## src/rtl/put_get_inverter_fifo.sv

```systemverilog
// put_get_inverter_fifo: DEPTH-entry FIFO bridging a Put interface to a Get interface with registered-only RDY outputs.
//   CLK, RST (async active-low); put/EN_put/RDY_put enqueue side; get/EN_get/RDY_get dequeue side;
//   count = occupancy, almost_full = count >= AFULL_LEVEL; err_overflow/err_underflow are sticky
//   protocol-error flags that exist only when PUT_GET_INVERTER_ERR_EN is defined (tied 0 otherwise).
module put_get_inverter_fifo #(
  parameter int DATA_WIDTH  = 32,
  parameter int DEPTH       = 4,
  parameter int AFULL_LEVEL = DEPTH - 1
) (
  input  logic                         CLK,
  input  logic                         RST,
  input  logic [DATA_WIDTH-1:0]        put,
  input  logic                         EN_put,
  output logic                         RDY_put,
  output logic [DATA_WIDTH-1:0]        get,
  input  logic                         EN_get,
  output logic                         RDY_get,
  output logic [$clog2(DEPTH+1)-1:0]   count,
  output logic                         almost_full,
  output logic                         err_overflow,
  output logic                         err_underflow
);
  localparam int AW = $clog2(DEPTH);
  localparam int PW = AW + 1;
  localparam int CW = $clog2(DEPTH + 1);
  logic [PW-1:0] wptr, rptr;
  logic live;
  logic [DATA_WIDTH-1:0] mem [DEPTH];
  logic full, empty, enq, deq;
  assign empty = wptr == rptr;
  assign full = (wptr[AW] != rptr[AW]) && (wptr[AW-1:0] == rptr[AW-1:0]);
  // live holds RDY_put low through reset and the first edge after release
  assign RDY_put = live && !full;
  assign RDY_get = !empty;
  assign enq = EN_put && RDY_put;
  assign deq = EN_get && RDY_get;
  assign get = mem[rptr[AW-1:0]];
  assign count = CW'(wptr - rptr);
  assign almost_full = count >= CW'(AFULL_LEVEL);
  always_ff @(posedge CLK or negedge RST)
    if (!RST) begin
      wptr <= '0;
      rptr <= '0;
      live <= 1'b0;
    end else begin
      live <= 1'b1;
      if (enq) wptr <= wptr + PW'(1);
      if (deq) rptr <= rptr + PW'(1);
    end
  always_ff @(posedge CLK)
    if (enq) mem[wptr[AW-1:0]] <= put;
`ifdef PUT_GET_INVERTER_ERR_EN
  always_ff @(posedge CLK or negedge RST)
    if (!RST) begin
      err_overflow  <= 1'b0;
      err_underflow <= 1'b0;
    end else begin
      if (EN_put && !RDY_put) err_overflow <= 1'b1;
      if (EN_get && !RDY_get) err_underflow <= 1'b1;
    end
`ifndef SYNTHESIS
  always @(posedge CLK)
    if (RST) begin
      if (EN_put && !RDY_put) $display("put_get_inverter_fifo warning: EN_put while RDY_put=0 at %0t", $time);
      if (EN_get && !RDY_get) $display("put_get_inverter_fifo warning: EN_get while RDY_get=0 at %0t", $time);
    end
`endif
`else
  assign err_overflow  = 1'b0;
  assign err_underflow = 1'b0;
`endif
endmodule

```

## config.mk

```make
export PLATFORM = sky130hd
export DESIGN_NAME = put_get_inverter_fifo
export DESIGN_NICKNAME = d
export VERILOG_FILES = /design/src/rtl/put_get_inverter_fifo.sv
export SDC_FILE = /design/constraint.sdc
export NUM_CORES = 1
export LEC_CHECK = 0
export CAP_MARGIN = 20
export CELL_PAD_IN_SITES_DETAIL_PLACEMENT = 1
export CELL_PAD_IN_SITES_GLOBAL_PLACEMENT = 2
export CORE_ASPECT_RATIO = 1.4
export CORE_MARGIN = 5
export CORE_UTILIZATION = 37
export CTS_BUF_LIST = sky130_fd_sc_hd__clkbuf_8 sky130_fd_sc_hd__clkbuf_16
export CTS_CLUSTER_DIAMETER = 40
export DETAILED_ROUTE_END_ITERATION = 8
export PLACE_DENSITY_LB_ADDON = 0.1
export SLEW_MARGIN = 20
export SYNTH_ARGS = -nofsm -noshare
export SYNTH_HDL_FRONTEND = slang
export SYNTH_SLANG_ARGS = --single-unit
export TNS_END_PERCENT = 1
```

## constraint.sdc

```tcl
create_clock -name CLK -period 2.5 [get_ports CLK]
set_input_delay 0.5 -clock CLK [delete_from_list [all_inputs] [get_ports CLK]]
set_output_delay 0.5 -clock CLK [all_outputs]
set_load 0.02 [all_outputs]
```

==> impl_results.html, run 1 <==
<table>
<tr><th>Metric</th><th>Value</th></tr>
<tr><th colspan="2">Global routing</th></tr>
<tr><td>Overall global routing resource usage</td><td>0.134</td></tr>
<tr><td>Vias in the first global route</td><td>2,778</td></tr>
<tr><td>First-pass GRT wire length</td><td>15.7 mm</td></tr>
<tr><td>Grt ovf</td><td>0</td></tr>
<tr><td>Number of antenna violations at the first check in global routing</td><td>0</td></tr>
<tr><td>Pin count of the biggest net entering global routing</td><td>33</td></tr>
<tr><th colspan="2">Worst setup path</th></tr>
<tr><td>Maximum fanout along the worst path</td><td>17</td></tr>
<tr><td>Ordered cell list for the critical path</td><td>buf_12 &gt; mux4_2 &gt; dlygate4sd2_1</td></tr>
<tr><td>CP arrival</td><td>1940 ps</td></tr>
<tr><td>Register-to-register setup slack</td><td>230 ps</td></tr>
<tr><td>Kind of capture point of the worst setup path</td><td>output pin</td></tr>
<tr><td>Kind of start point of the critical path</td><td>flop</td></tr>
<tr><td>Capturing point of the worst reg2reg path</td><td>mem[3][14]$_DFFE_PP_</td></tr>
<tr><td>Data required, critical path</td><td>2000 ps</td></tr>
<tr><td>Worst stage delay on the critical path</td><td>550 ps</td></tr>
<tr><td>Cell with the largest stage delay on the worst path</td><td>sky130_fd_sc_hd__mux4_2</td></tr>
<tr><td>Start of the worst register-to-register path</td><td>rptr[1]$_DFFE_PN0P_</td></tr>
<tr><td>Critical path start-end classification</td><td>flop to output pin</td></tr>
<tr><td>Start point of the critical path</td><td>rptr[0]$_DFFE_PN0P_</td></tr>
<tr><td>Depth of the worst register-to-register path</td><td>5</td></tr>
<tr><th colspan="2">Layout</th></tr>
<tr><td>Area taken by flip-flops and latches</td><td>4020 µm²</td></tr>
<tr><td>Number of fill cells</td><td>1,305</td></tr>
<tr><td>Layout cells sized above 1</td><td>0.267</td></tr>
<tr><td>N_diodes</td><td>0</td></tr>
<tr><td>Multi-input gate area</td><td>1050 µm²</td></tr>
<tr><td>Final Net Count</td><td>353</td></tr>
<tr><td>Final Cell Area</td><td>6750 µm²</td></tr>
<tr><td>Top library cells by usage in the layout, fill and taps aside</td><td>sky130_fd_sc_hd__edfxtp_1 (128), sky130_fd_sc_hd__clkdlybuf4s50_1 (37), sky130_fd_sc_hd__mux4_2 (32), sky130_fd_sc_hd__dlygate4sd2_1 (27), sky130_fd_sc_hd__clkbuf_16 (17)</td></tr>
<tr><td>Layout overhead on the synthesized area</td><td>31.6%</td></tr>
<tr><td>Leading cell type in the layout, fill and taps excluded</td><td>sky130_fd_sc_hd__edfxtp_1</td></tr>
<tr><th colspan="2">STA</th></tr>
<tr><td>Achievable frequency</td><td>410 MHz</td></tr>
<tr><td>Setup Total Neg Slack</td><td>0 ps</td></tr>
<tr><td>Final max-slew violation count</td><td>0</td></tr>
<tr><td>Setup Skew</td><td>10.5 ps</td></tr>
<tr><td>Final setup violation count</td><td>0</td></tr>
<tr><td>Fin crit share</td><td>0.976</td></tr>
<tr><td>Unrepaired setup endpoints after global routing</td><td>yes</td></tr>
<tr><td>Worst hold slack</td><td>375 ps</td></tr>
<tr><td>Relative slew slack</td><td>0.368</td></tr>
<tr><td>Number of hold violations in the final report</td><td>0</td></tr>
<tr><td>Transition time of the tightest slew-check pin</td><td>949 ps</td></tr>
<tr><td>Tmin final</td><td>2440 ps</td></tr>
<tr><td>Post-route setup slack</td><td>61.0 ps</td></tr>
<tr><th colspan="2">Power</th></tr>
<tr><td>Leak</td><td>2.32 nW</td></tr>
<tr><td>Logic pwr share</td><td>0.345</td></tr>
<tr><td>Flop pwr share</td><td>0.347</td></tr>
<tr><td>Ratio of total power to cell area</td><td>1250 nW/µm²</td></tr>
<tr><td>Overall power after layout</td><td>8.46 mW</td></tr>
<tr><td>Internal Dissipation</td><td>5.83 mW</td></tr>
<tr><td>Net Sw Frac</td><td>0.311</td></tr>
<tr><td>Clk pwr share</td><td>0.308</td></tr>
<tr><td>Worst IR drop on VDD</td><td>0.943 mV</td></tr>
<tr><td>Net switching power figure</td><td>2.63 mW</td></tr>
<tr><th colspan="2">Floorplan</th></tr>
<tr><td>Vert. Die Dim</td><td>149 µm</td></tr>
<tr><td>Initial standard-cell utilization of the core</td><td>0.372</td></tr>
<tr><td>I/O pin count</td><td>76</td></tr>
<tr><td>Overall die area</td><td>16,400 µm²</td></tr>
<tr><td>Row count</td><td>51</td></tr>
<tr><td>Placeable core region</td><td>13,800 µm²</td></tr>
<tr><td>X dimension of the die</td><td>110 µm</td></tr>
<tr><th colspan="2">Synth</th></tr>
<tr><td>Number of synthesized register bits</td><td>135</td></tr>
<tr><td>Area share of fa/ha/maj cells after synthesis</td><td>0.0210</td></tr>
<tr><td>Number of standard cells after synthesis</td><td>217</td></tr>
<tr><td>Top post-synthesis cells by area</td><td>sky130_fd_sc_hd__edfxtp_1 (75%), sky130_fd_sc_hd__mux4_2 (14%), sky130_fd_sc_hd__dfrtp_1 (3.4%), sky130_fd_sc_hd__ha_1 (1.7%), sky130_fd_sc_hd__buf_4 (0.73%)</td></tr>
<tr><td>Multiplexer fraction of the synthesized cell area</td><td>0.146</td></tr>
<tr><td>Post-synthesis cell type with the largest combined area</td><td>sky130_fd_sc_hd__edfxtp_1</td></tr>
<tr><td>Synth top area share</td><td>0.749</td></tr>
<tr><td>Count of distinct cell types in the synthesized netlist</td><td>27</td></tr>
<tr><td>Share of synthesized cell area in and, or, nand and nor gates</td><td>0.0139</td></tr>
<tr><td>Mean Syn Cell Area</td><td>23.6 µm²</td></tr>
<tr><td>Fraction of the yosys area taken by sequential cells</td><td>0.783</td></tr>
<tr><td>Count of synthesis-stage warnings from yosys</td><td>0</td></tr>
<tr><td>Xor and xnor area share after synthesis</td><td>0.00853</td></tr>
<tr><td>Dominant combinational cell family by area after synthesis</td><td>multiplexers</td></tr>
<tr><td>Combined area of all synthesized cells</td><td>5130 µm²</td></tr>
<tr><td>Compound-cell area share of the yosys netlist</td><td>0.0112</td></tr>
<tr><th colspan="2">Routing</th></tr>
<tr><td>First-iteration detailed-routing DRC count</td><td>120</td></tr>
<tr><td>DRT antenna net count</td><td>0</td></tr>
<tr><td>Final wirelength</td><td>10.0 mm</td></tr>
<tr><td>Number of remaining DRC errors</td><td>0</td></tr>
<tr><td>Total via count in the routed design</td><td>2,428</td></tr>
<tr><td>Per-cell routed wire length</td><td>19.8 µm</td></tr>
<tr><td>1st-pass router iterations</td><td>4</td></tr>
<tr><td>Via-to-Cell Ratio</td><td>4.79</td></tr>
<tr><th colspan="2">CTS</th></tr>
<tr><td>TritonCTS Buffers</td><td>17</td></tr>
<tr><td>Clock tree from TritonCTS</td><td>yes</td></tr>
<tr><td>Maximum level of the CTS H-tree</td><td>4</td></tr>
<tr><td>Post-CTS Hold Fix Bufs</td><td>0</td></tr>
<tr><td>Clock sinks</td><td>135</td></tr>
<tr><td>Clock edge transition at the registers on the reported setup and hold paths</td><td>60 ps</td></tr>
<tr><td>Number of resized instances in the post-cts repair step</td><td>40</td></tr>
<tr><td>Number of post-CTS setup repair buffers</td><td>0</td></tr>
<tr><td>Clk_lat worst skew</td><td>410 ps</td></tr>
<tr><td>Number of buffers between clock root and the deepest sink</td><td>2</td></tr>
<tr><td>Library cell used as clock root buffer</td><td>sky130_fd_sc_hd__clkbuf_16</td></tr>
<tr><th colspan="2">Placed design</th></tr>
<tr><td>Weighted congestion reported at the end of routability-driven placement</td><td>0.669</td></tr>
<tr><td>Post-placement setup slack</td><td>15.5 ps</td></tr>
<tr><td>IO Port Bufs</td><td>73</td></tr>
<tr><td>Post-placement cell area</td><td>6150 µm²</td></tr>
<tr><td>Sum of net half-perimeters after detailed placement</td><td>6.15 mm</td></tr>
<tr><th colspan="2">Job</th></tr>
<tr><td>Number of max-cap violations</td><td>0</td></tr>
<tr><th colspan="2">Run status</th></tr>
<tr><td>Run status</td><td>completed</td></tr>
<tr><th colspan="2">Hold path</th></tr>
<tr><td>Class of the tightest hold or removal check</td><td>input pin to asynchronous set/reset pin</td></tr>
</table>
==> area by class of cell <==
| class | instances | area share |
|---|---|---|
| well taps | 185 | 0.0343 |
| clock inverters | 15 | 0.0300 |
| repair buffers | 82 | 0.119 |
| clock buffers | 17 | 0.0630 |
| inverters | 5 | 0.00278 |
| flip-flops and latches | 135 | 0.596 |
| multi-input cells | 68 | 0.155 |
==> power by group through the flow <==
stage / registers [mW] / clock network [mW] / logic (mW)
after floorplan: 2.92 / 0 / 1.91
after global placement: 2.96 / 0 / 3.27
after detailed placement: 2.98 / 0 / 3.26
after CTS: 2.93 / 2.66 / 3.01
after global routing: 2.96 / 2.78 / 3.14
final: 2.93 / 2.61 / 2.92
==> worst max-delay path by stage <==
stage,end,slack [ps],cells after the start
after floorplan,mem[0][0]$_DFFE_PP_,40,7
after global placement,almost_full,60,7
after detailed placement,almost_full,20,7
after CTS,get[20],-160,3
after global routing,get[26],-5,3
final,get[26],60,3
==> worst max-delay path, delay by kind of cell (launching register included) <==
kind | cells | cell delay [ps]
mux | 1 | 550
buf+inv | 2 | 540
flops | 1 | 420
==> cell usage after synthesis, drive strengths merged <==
cell type	number
a211o	1
clkbuf	2
conb	2
nor3b	2
and2	4
xnor2	4
dfrtp	7
nor3	1
o211a	1
nor2	1
inv	5
nand2	2
mux2	2
fa	1
o21ai	1
a221o	1
buf	8
nand3	2
o21a	1
edfxtp	128
a21o	1
xor2	1
mux4	32
ha	7
==> cells by family after synthesis <==
| family | after synthesis |
|---|---|
| buf+inv | 15 |
| xor+xnor | 5 |
| compound gates | 6 |
| other cells | 2 |
| flops | 135 |
| mux | 34 |
| fa+ha+maj | 8 |
| simple gates | 12 |
==> per-stage QoR <==
stage                     utilization  cells
after floorplan                     -    218
after global placement          0.446    475
after detailed placement        0.446    475
after CTS                       0.489    507
after global routing            0.490    507
final                           0.490    507
==> state kept, by name, summed over array words and instances (netlist names) <==
name  cells
rptr      3
mem     128
live      1
wptr      3
==> metal layers <==
layer / up-vias / track usage / part of all wire
li1: 1076 / - / -
met1: 1279 / 0.153 / 0.41
met2: 67 / 0.233 / 0.54
met3: 6 / 0.0433 / 0.044
met4: 0 / 0.0449 / 0.0092
met5: - / 0 / 0
Power figures use the tool's default switching activity.
==> run 2: changes to the inputs <==
CORE_UTILIZATION = 23   (was 37)
==> impl_results.html, run 2 (same netlist as run 1, synthesis figures left out) <==
<table>
<tr><th>Metric</th><th>Value</th></tr>
<tr><th colspan="2">Routing</th></tr>
<tr><td>DRT antenna net count</td><td>0</td></tr>
<tr><td>First-iteration detailed-routing DRC count</td><td>82</td></tr>
<tr><td>Number of remaining DRC errors</td><td>0</td></tr>
<tr><td>Per-cell routed wire length</td><td>18.7 µm</td></tr>
<tr><td>Via-to-Cell Ratio</td><td>3.94</td></tr>
<tr><td>1st-pass router iterations</td><td>4</td></tr>
<tr><td>Final wirelength</td><td>11.8 mm</td></tr>
<tr><td>Total via count in the routed design</td><td>2,473</td></tr>
<tr><th colspan="2">CTS</th></tr>
<tr><td>Number of buffers between clock root and the deepest sink</td><td>2</td></tr>
<tr><td>Clock tree from TritonCTS</td><td>yes</td></tr>
<tr><td>Maximum level of the CTS H-tree</td><td>4</td></tr>
<tr><td>Clock sinks</td><td>135</td></tr>
<tr><td>TritonCTS Buffers</td><td>17</td></tr>
<tr><td>Library cell used as clock root buffer</td><td>sky130_fd_sc_hd__clkbuf_16</td></tr>
<tr><td>Clk_lat worst skew</td><td>410 ps</td></tr>
<tr><td>Clock edge transition at the registers on the reported setup and hold paths</td><td>60 ps</td></tr>
<tr><th colspan="2">Floorplan</th></tr>
<tr><td>X dimension of the die</td><td>136 µm</td></tr>
<tr><td>Placeable core region</td><td>21,900 µm²</td></tr>
<tr><td>Overall die area</td><td>25,400 µm²</td></tr>
<tr><td>Initial standard-cell utilization of the core</td><td>0.234</td></tr>
<tr><td>Row count</td><td>64</td></tr>
<tr><td>I/O pin count</td><td>76</td></tr>
<tr><td>Vert. Die Dim</td><td>187 µm</td></tr>
<tr><th colspan="2">Layout</th></tr>
<tr><td>Area taken by flip-flops and latches</td><td>4020 µm²</td></tr>
<tr><td>Multi-input gate area</td><td>1050 µm²</td></tr>
<tr><td>Top library cells by usage in the layout, fill and taps aside</td><td>sky130_fd_sc_hd__edfxtp_1 (128), sky130_fd_sc_hd__clkdlybuf4s50_1 (35), sky130_fd_sc_hd__mux4_2 (32), sky130_fd_sc_hd__clkbuf_16 (17), sky130_fd_sc_hd__dlygate4sd2_1 (15)</td></tr>
<tr><td>Layout cells sized above 1</td><td>0.320</td></tr>
<tr><td>Final Cell Area</td><td>6970 µm²</td></tr>
<tr><td>Leading cell type in the layout, fill and taps excluded</td><td>sky130_fd_sc_hd__edfxtp_1</td></tr>
<tr><td>Flip-flop count of the largest register after layout</td><td>128</td></tr>
<tr><td>N_diodes</td><td>0</td></tr>
<tr><td>Number of fill cells</td><td>2,227</td></tr>
<tr><td>Share of the core filled with cells in the final layout</td><td>0.318</td></tr>
<tr><td>Final Net Count</td><td>362</td></tr>
<tr><td>Layout overhead on the synthesized area</td><td>35.8%</td></tr>
<tr><th colspan="2">Worst setup path</th></tr>
<tr><td>Capturing point of the worst reg2reg path</td><td>mem[3][15]$_DFFE_PP_</td></tr>
<tr><td>Kind of start point of the critical path</td><td>flop</td></tr>
<tr><td>Maximum fanout along the worst path</td><td>11</td></tr>
<tr><td>Register-to-register setup slack</td><td>380 ps</td></tr>
<tr><td>Kind of capture point of the worst setup path</td><td>output pin</td></tr>
<tr><td>Start of the worst register-to-register path</td><td>wptr[1]$_DFFE_PN0P_</td></tr>
<tr><td>CP arrival</td><td>1980 ps</td></tr>
<tr><td>Depth of the worst register-to-register path</td><td>7</td></tr>
<tr><td>Data required, critical path</td><td>2000 ps</td></tr>
<tr><td>Critical path start-end classification</td><td>flop to output pin</td></tr>
<tr><th colspan="2">STA</th></tr>
<tr><td>Final max-slew violation count</td><td>0</td></tr>
<tr><td>Fin crit share</td><td>0.994</td></tr>
<tr><td>Tmin final</td><td>2480 ps</td></tr>
<tr><td>Setup Total Neg Slack</td><td>0 ps</td></tr>
<tr><td>Achievable frequency</td><td>402 MHz</td></tr>
<tr><td>Final setup violation count</td><td>0</td></tr>
<tr><td>Unrepaired setup endpoints after global routing</td><td>yes</td></tr>
<tr><td>Setup Skew</td><td>7.09 ps</td></tr>
<tr><td>Number of hold violations in the final report</td><td>0</td></tr>
<tr><th colspan="2">Global routing</th></tr>
<tr><td>Pin count of the biggest net entering global routing</td><td>26</td></tr>
<tr><td>Number of antenna violations at the first check in global routing</td><td>1</td></tr>
<tr><td>Vias in the first global route</td><td>2,933</td></tr>
<tr><td>First-pass GRT wire length</td><td>18.2 mm</td></tr>
<tr><td>Grt ovf</td><td>0</td></tr>
<tr><td>Overall global routing resource usage</td><td>0.0993</td></tr>
<tr><th colspan="2">Power</th></tr>
<tr><td>Leak</td><td>2.35 nW</td></tr>
<tr><td>Worst IR drop on VDD</td><td>0.785 mV</td></tr>
<tr><td>Ratio of total power to cell area</td><td>1240 nW/µm²</td></tr>
<tr><th colspan="2">Hold path</th></tr>
<tr><td>Class of the tightest hold or removal check</td><td>input pin to asynchronous set/reset pin</td></tr>
<tr><th colspan="2">Job</th></tr>
<tr><td>Number of max-cap violations</td><td>0</td></tr>
<tr><th colspan="2">Placed design</th></tr>
<tr><td>Weighted congestion reported at the end of routability-driven placement</td><td>0.634</td></tr>
<tr><td>Post-placement cell area</td><td>6360 µm²</td></tr>
<tr><td>Sum of net half-perimeters after detailed placement</td><td>7.52 mm</td></tr>
<tr><td>IO Port Bufs</td><td>73</td></tr>
<tr><th colspan="2">Run status</th></tr>
<tr><td>Run status</td><td>completed</td></tr>
</table>
## run 2: layer usage
layer | track usage | wire [µm] | up-vias
met2 | 0.174 | 6430 | 58
met5 | 0 | 13 | -
met1 | 0.111 | 4640 | 1301
li1 | - | - | 1097
met3 | 0.0313 | 507 | 15
met4 | 0.0384 | 169 | 2
## run 2: timing repair
item | CTS | global route
gates cloned | 1 | 0
pin swaps | 0 | 0
setup endpoints to repair | 37 | 32
hold buffers | 0 | 0
resized for setup | 51 | 29
hold endpoints to repair | 0 | 0
buffers inserted | 0 | 1
## run 2: layout make-up
type                    count  share of cell area
clock buffers              17              0.0611
flip-flops and latches    135               0.577
repair buffers             91               0.126
multi-input cells          68               0.150
well taps                 297              0.0533
inverters                   5             0.00269
clock inverters            15              0.0289
## run 2: critical path, stage by stage, from the launching register on
cell and delay [ps]:
sky130_fd_sc_hd__dfrtp_2 460, sky130_fd_sc_hd__buf_12 130, sky130_fd_sc_hd__buf_16 150, sky130_fd_sc_hd__mux4_2 540
sky130_fd_sc_hd__clkdlybuf4s15_2 280
## run 2: worst max path at each step
stage | depth (start not counted) | slack (ps) | endpoint | from
final | 4 | 20 | get[0] | rptr[0]$_DFFE_PN0P_
after global routing | 3 | -70 | get[1] | rptr[0]$_DFFE_PN0P_
after detailed placement | 7 | 60 | almost_full | wptr[0]$_DFFE_PN0P_
after floorplan | 7 | 40 | mem[0][0]$_DFFE_PP_ | rptr[1]$_DFFE_PN0P_
after CTS | 3 | -160 | get[19] | rptr[0]$_DFFE_PN0P_
after global placement | 7 | 70 | almost_full | wptr[0]$_DFFE_PN0P_
## run 2: stage by stage
step | hold WS [ps] | power (mW) | instances | worst slack (ps)
global route | 374 | 9.13 | 628 | -67.1
CTS | 377 | 8.87 | 627 | -164
finish | 366 | 8.64 | 628 | 15.4
detailed placement | 597 | 6.37 | 594 | 62.8
floorplan | 204 | 4.83 | 218 | 43.8
global placement | 594 | 6.37 | 594 | 73.4
## run 2: report_power, final
| group | internal (mW) | total (mW) | switching (mW) |
|---|---|---|---|
| logic | 1.41 | 3.09 | 1.69 |
| registers | 2.80 | 2.91 | 0.112 |
| clock network | 1.67 | 2.63 | 0.961 |
==> run 3: changes to the inputs <==
CORE_MARGIN = not set   (was 5)
==> impl_results.html, run 3 (same netlist as run 1, synthesis figures left out) <==
<table>
<tr><th>Metric</th><th>Value</th></tr>
<tr><th colspan="2">Global routing</th></tr>
<tr><td>Grt ovf</td><td>0</td></tr>
<tr><td>Overall global routing resource usage</td><td>0.104</td></tr>
<tr><td>Pin count of the biggest net entering global routing</td><td>35</td></tr>
<tr><td>First-pass GRT wire length</td><td>16.6 mm</td></tr>
<tr><td>Vias in the first global route</td><td>2,769</td></tr>
<tr><td>Number of antenna violations at the first check in global routing</td><td>1</td></tr>
<tr><th colspan="2">Job</th></tr>
<tr><td>Number of max-cap violations</td><td>0</td></tr>
<tr><th colspan="2">Power</th></tr>
<tr><td>Ratio of total power to cell area</td><td>1220 nW/µm²</td></tr>
<tr><td>Worst IR drop on VDD</td><td>1.14 mV</td></tr>
<tr><td>Leak</td><td>2.33 nW</td></tr>
<tr><th colspan="2">STA</th></tr>
<tr><td>Fin crit share</td><td>0.965</td></tr>
<tr><td>Worst hold slack</td><td>385 ps</td></tr>
<tr><td>Setup Skew</td><td>8.44 ps</td></tr>
<tr><td>Achievable frequency</td><td>415 MHz</td></tr>
<tr><td>Final max-slew violation count</td><td>0</td></tr>
<tr><td>Setup Total Neg Slack</td><td>0 ps</td></tr>
<tr><td>Tmin final</td><td>2410 ps</td></tr>
<tr><td>Unrepaired setup endpoints after global routing</td><td>yes</td></tr>
<tr><td>Final setup violation count</td><td>0</td></tr>
<tr><td>Number of hold violations in the final report</td><td>0</td></tr>
<tr><th colspan="2">Floorplan</th></tr>
<tr><td>X dimension of the die</td><td>128 µm</td></tr>
<tr><td>Placeable core region</td><td>21,900 µm²</td></tr>
<tr><td>Initial standard-cell utilization of the core</td><td>0.235</td></tr>
<tr><td>Overall die area</td><td>22,900 µm²</td></tr>
<tr><td>Vert. Die Dim</td><td>179 µm</td></tr>
<tr><td>I/O pin count</td><td>76</td></tr>
<tr><td>Row count</td><td>64</td></tr>
<tr><th colspan="2">Worst setup path</th></tr>
<tr><td>CP arrival</td><td>1910 ps</td></tr>
<tr><td>Data required, critical path</td><td>2000 ps</td></tr>
<tr><td>Ordered cell list for the critical path</td><td>buf_12 &gt; mux4_2 &gt; clkdlybuf4s15_1</td></tr>
<tr><td>Cell with the largest stage delay on the worst path</td><td>sky130_fd_sc_hd__mux4_2</td></tr>
<tr><td>Depth of the worst register-to-register path</td><td>5</td></tr>
<tr><td>Kind of start point of the critical path</td><td>flop</td></tr>
<tr><td>Maximum fanout along the worst path</td><td>20</td></tr>
<tr><td>Kind of capture point of the worst setup path</td><td>output pin</td></tr>
<tr><td>Critical path start-end classification</td><td>flop to output pin</td></tr>
<tr><td>Worst stage delay on the critical path</td><td>520 ps</td></tr>
<tr><th colspan="2">Layout</th></tr>
<tr><td>Filler-free cell count of the finished design</td><td>621</td></tr>
<tr><td>Flip-flop count of the largest register after layout</td><td>128</td></tr>
<tr><td>Layout overhead on the synthesized area</td><td>34.4%</td></tr>
<tr><td>Final Net Count</td><td>355</td></tr>
<tr><td>Layout cells sized above 1</td><td>0.293</td></tr>
<tr><td>Leading cell type in the layout, fill and taps excluded</td><td>sky130_fd_sc_hd__edfxtp_1</td></tr>
<tr><td>N_diodes</td><td>0</td></tr>
<tr><td>Top library cells by usage in the layout, fill and taps aside</td><td>sky130_fd_sc_hd__edfxtp_1 (128), sky130_fd_sc_hd__clkdlybuf4s50_1 (36), sky130_fd_sc_hd__mux4_2 (32), sky130_fd_sc_hd__clkbuf_16 (17), sky130_fd_sc_hd__clkbuf_2 (12)</td></tr>
<tr><th colspan="2">CTS</th></tr>
<tr><td>Clock edge transition at the registers on the reported setup and hold paths</td><td>60 ps</td></tr>
<tr><td>Clock sinks</td><td>135</td></tr>
<tr><td>Maximum level of the CTS H-tree</td><td>4</td></tr>
<tr><td>Library cell used as clock root buffer</td><td>sky130_fd_sc_hd__clkbuf_16</td></tr>
<tr><td>Number of buffers between clock root and the deepest sink</td><td>2</td></tr>
<tr><td>Clk_lat worst skew</td><td>420 ps</td></tr>
<tr><td>TritonCTS Buffers</td><td>17</td></tr>
<tr><td>Clock tree from TritonCTS</td><td>yes</td></tr>
<tr><th colspan="2">Hold path</th></tr>
<tr><td>Class of the tightest hold or removal check</td><td>input pin to asynchronous set/reset pin</td></tr>
<tr><th colspan="2">Routing</th></tr>
<tr><td>Via-to-Cell Ratio</td><td>3.99</td></tr>
<tr><td>Number of remaining DRC errors</td><td>0</td></tr>
<tr><td>1st-pass router iterations</td><td>4</td></tr>
<tr><td>Total via count in the routed design</td><td>2,476</td></tr>
<tr><td>Per-cell routed wire length</td><td>17.8 µm</td></tr>
<tr><td>Final wirelength</td><td>11.1 mm</td></tr>
<tr><td>DRT antenna net count</td><td>0</td></tr>
<tr><td>First-iteration detailed-routing DRC count</td><td>138</td></tr>
<tr><th colspan="2">Placed design</th></tr>
<tr><td>Weighted congestion reported at the end of routability-driven placement</td><td>0.661</td></tr>
<tr><td>IO Port Bufs</td><td>73</td></tr>
<tr><td>Placed cell count</td><td>589</td></tr>
<tr><td>Sum of net half-perimeters after detailed placement</td><td>6.64 mm</td></tr>
<tr><th colspan="2">Run status</th></tr>
<tr><td>Run status</td><td>completed</td></tr>
</table>
run 3: cell count changes in the layout (fill, tap and decap cells not counted), sizes merged, moves of 2 or more:
cell	previous run	this run
clkbuf	27	29
buf	20	13
clkinv	2	8
dlymetal6s2s	1	4
dlygate4sd2	15	10
clkinvlp	5	0
run 3: routing by layer:
layer	vias to the layer above	part of all wire	GRT usage	wire length, µm
met1	1317	0.42	0.118	4600
met3	13	0.049	0.0367	542
met4	2	0.014	0.0471	156
li1	1084	-	-	-
met5	-	0.0012	0	13
met2	60	0.52	0.175	5770
run 3: power breakdown:
part | internal [mW] | switching [mW] | total (mW)
Combinational | 1.33 | 1.61 | 2.94
Sequential | 2.80 | 0.125 | 2.92
Clock | 1.65 | 0.926 | 2.58
Total | 5.79 | 2.66 | 8.45
run 3: worst max-delay path, delay by kind of cell (launching register included):
| kind | cells | cell delay (ps) |
|---|---|---|
| DFF | 1 | 430 |
| buffers and inverters | 2 | 530 |
| muxes | 1 | 520 |
run 3: final timing paths:
check,to,slack [ps],startpoint
max,get[4],90,rptr[0]$_DFFE_PN0P_
min,live$_DFF_PN0_,380,RST
max reg2reg,mem[2][1]$_DFFE_PP_,400,wptr[1]$_DFFE_PN0P_
min reg2reg,wptr[2]$_DFFE_PN0P_,620,wptr[2]$_DFFE_PN0P_
max in group asynchronous,rptr[0]$_DFFE_PN0P_,1800,RST
min in group CLK,wptr[2]$_DFFE_PN0P_,620,wptr[2]$_DFFE_PN0P_
run 3: final cells by class:
| cell class | instances | area [µm²] |
|---|---|---|
| clock buffer | 17 | 425 |
| timing repair buffer | 84 | 828 |
| clock inverter | 15 | 181 |
| sequential | 135 | 4020 |
| tap | 297 | 372 |
| fill | 2193 | 15000 |
| inverter | 5 | 18.8 |
| multi-input combinational | 68 | 1050 |
run 3: repair_timing:
action | CTS | global route
setup buffers | 0 | 0
hold buffers | 0 | 0
endpoints found under the setup margin | 36 | 35
cloned | 0 | 0
gates resized for setup | 50 | 32
run 3: stage by stage:
stage | total power, mW | instance area (µm²) | utilization | worst slack, ps
2_1_floorplan | 4.83 | 5140 | - | 43.8
3_3_place_gp | 6.28 | 6350 | 0.290 | 62.6
3_5_place_dp | 6.28 | 6350 | 0.290 | 31.7
4_1_cts | 8.69 | 6930 | 0.317 | -209
5_1_grt | 8.88 | 6900 | 0.316 | -6.16
6_report | 8.45 | 6900 | 0.316 | 87.5
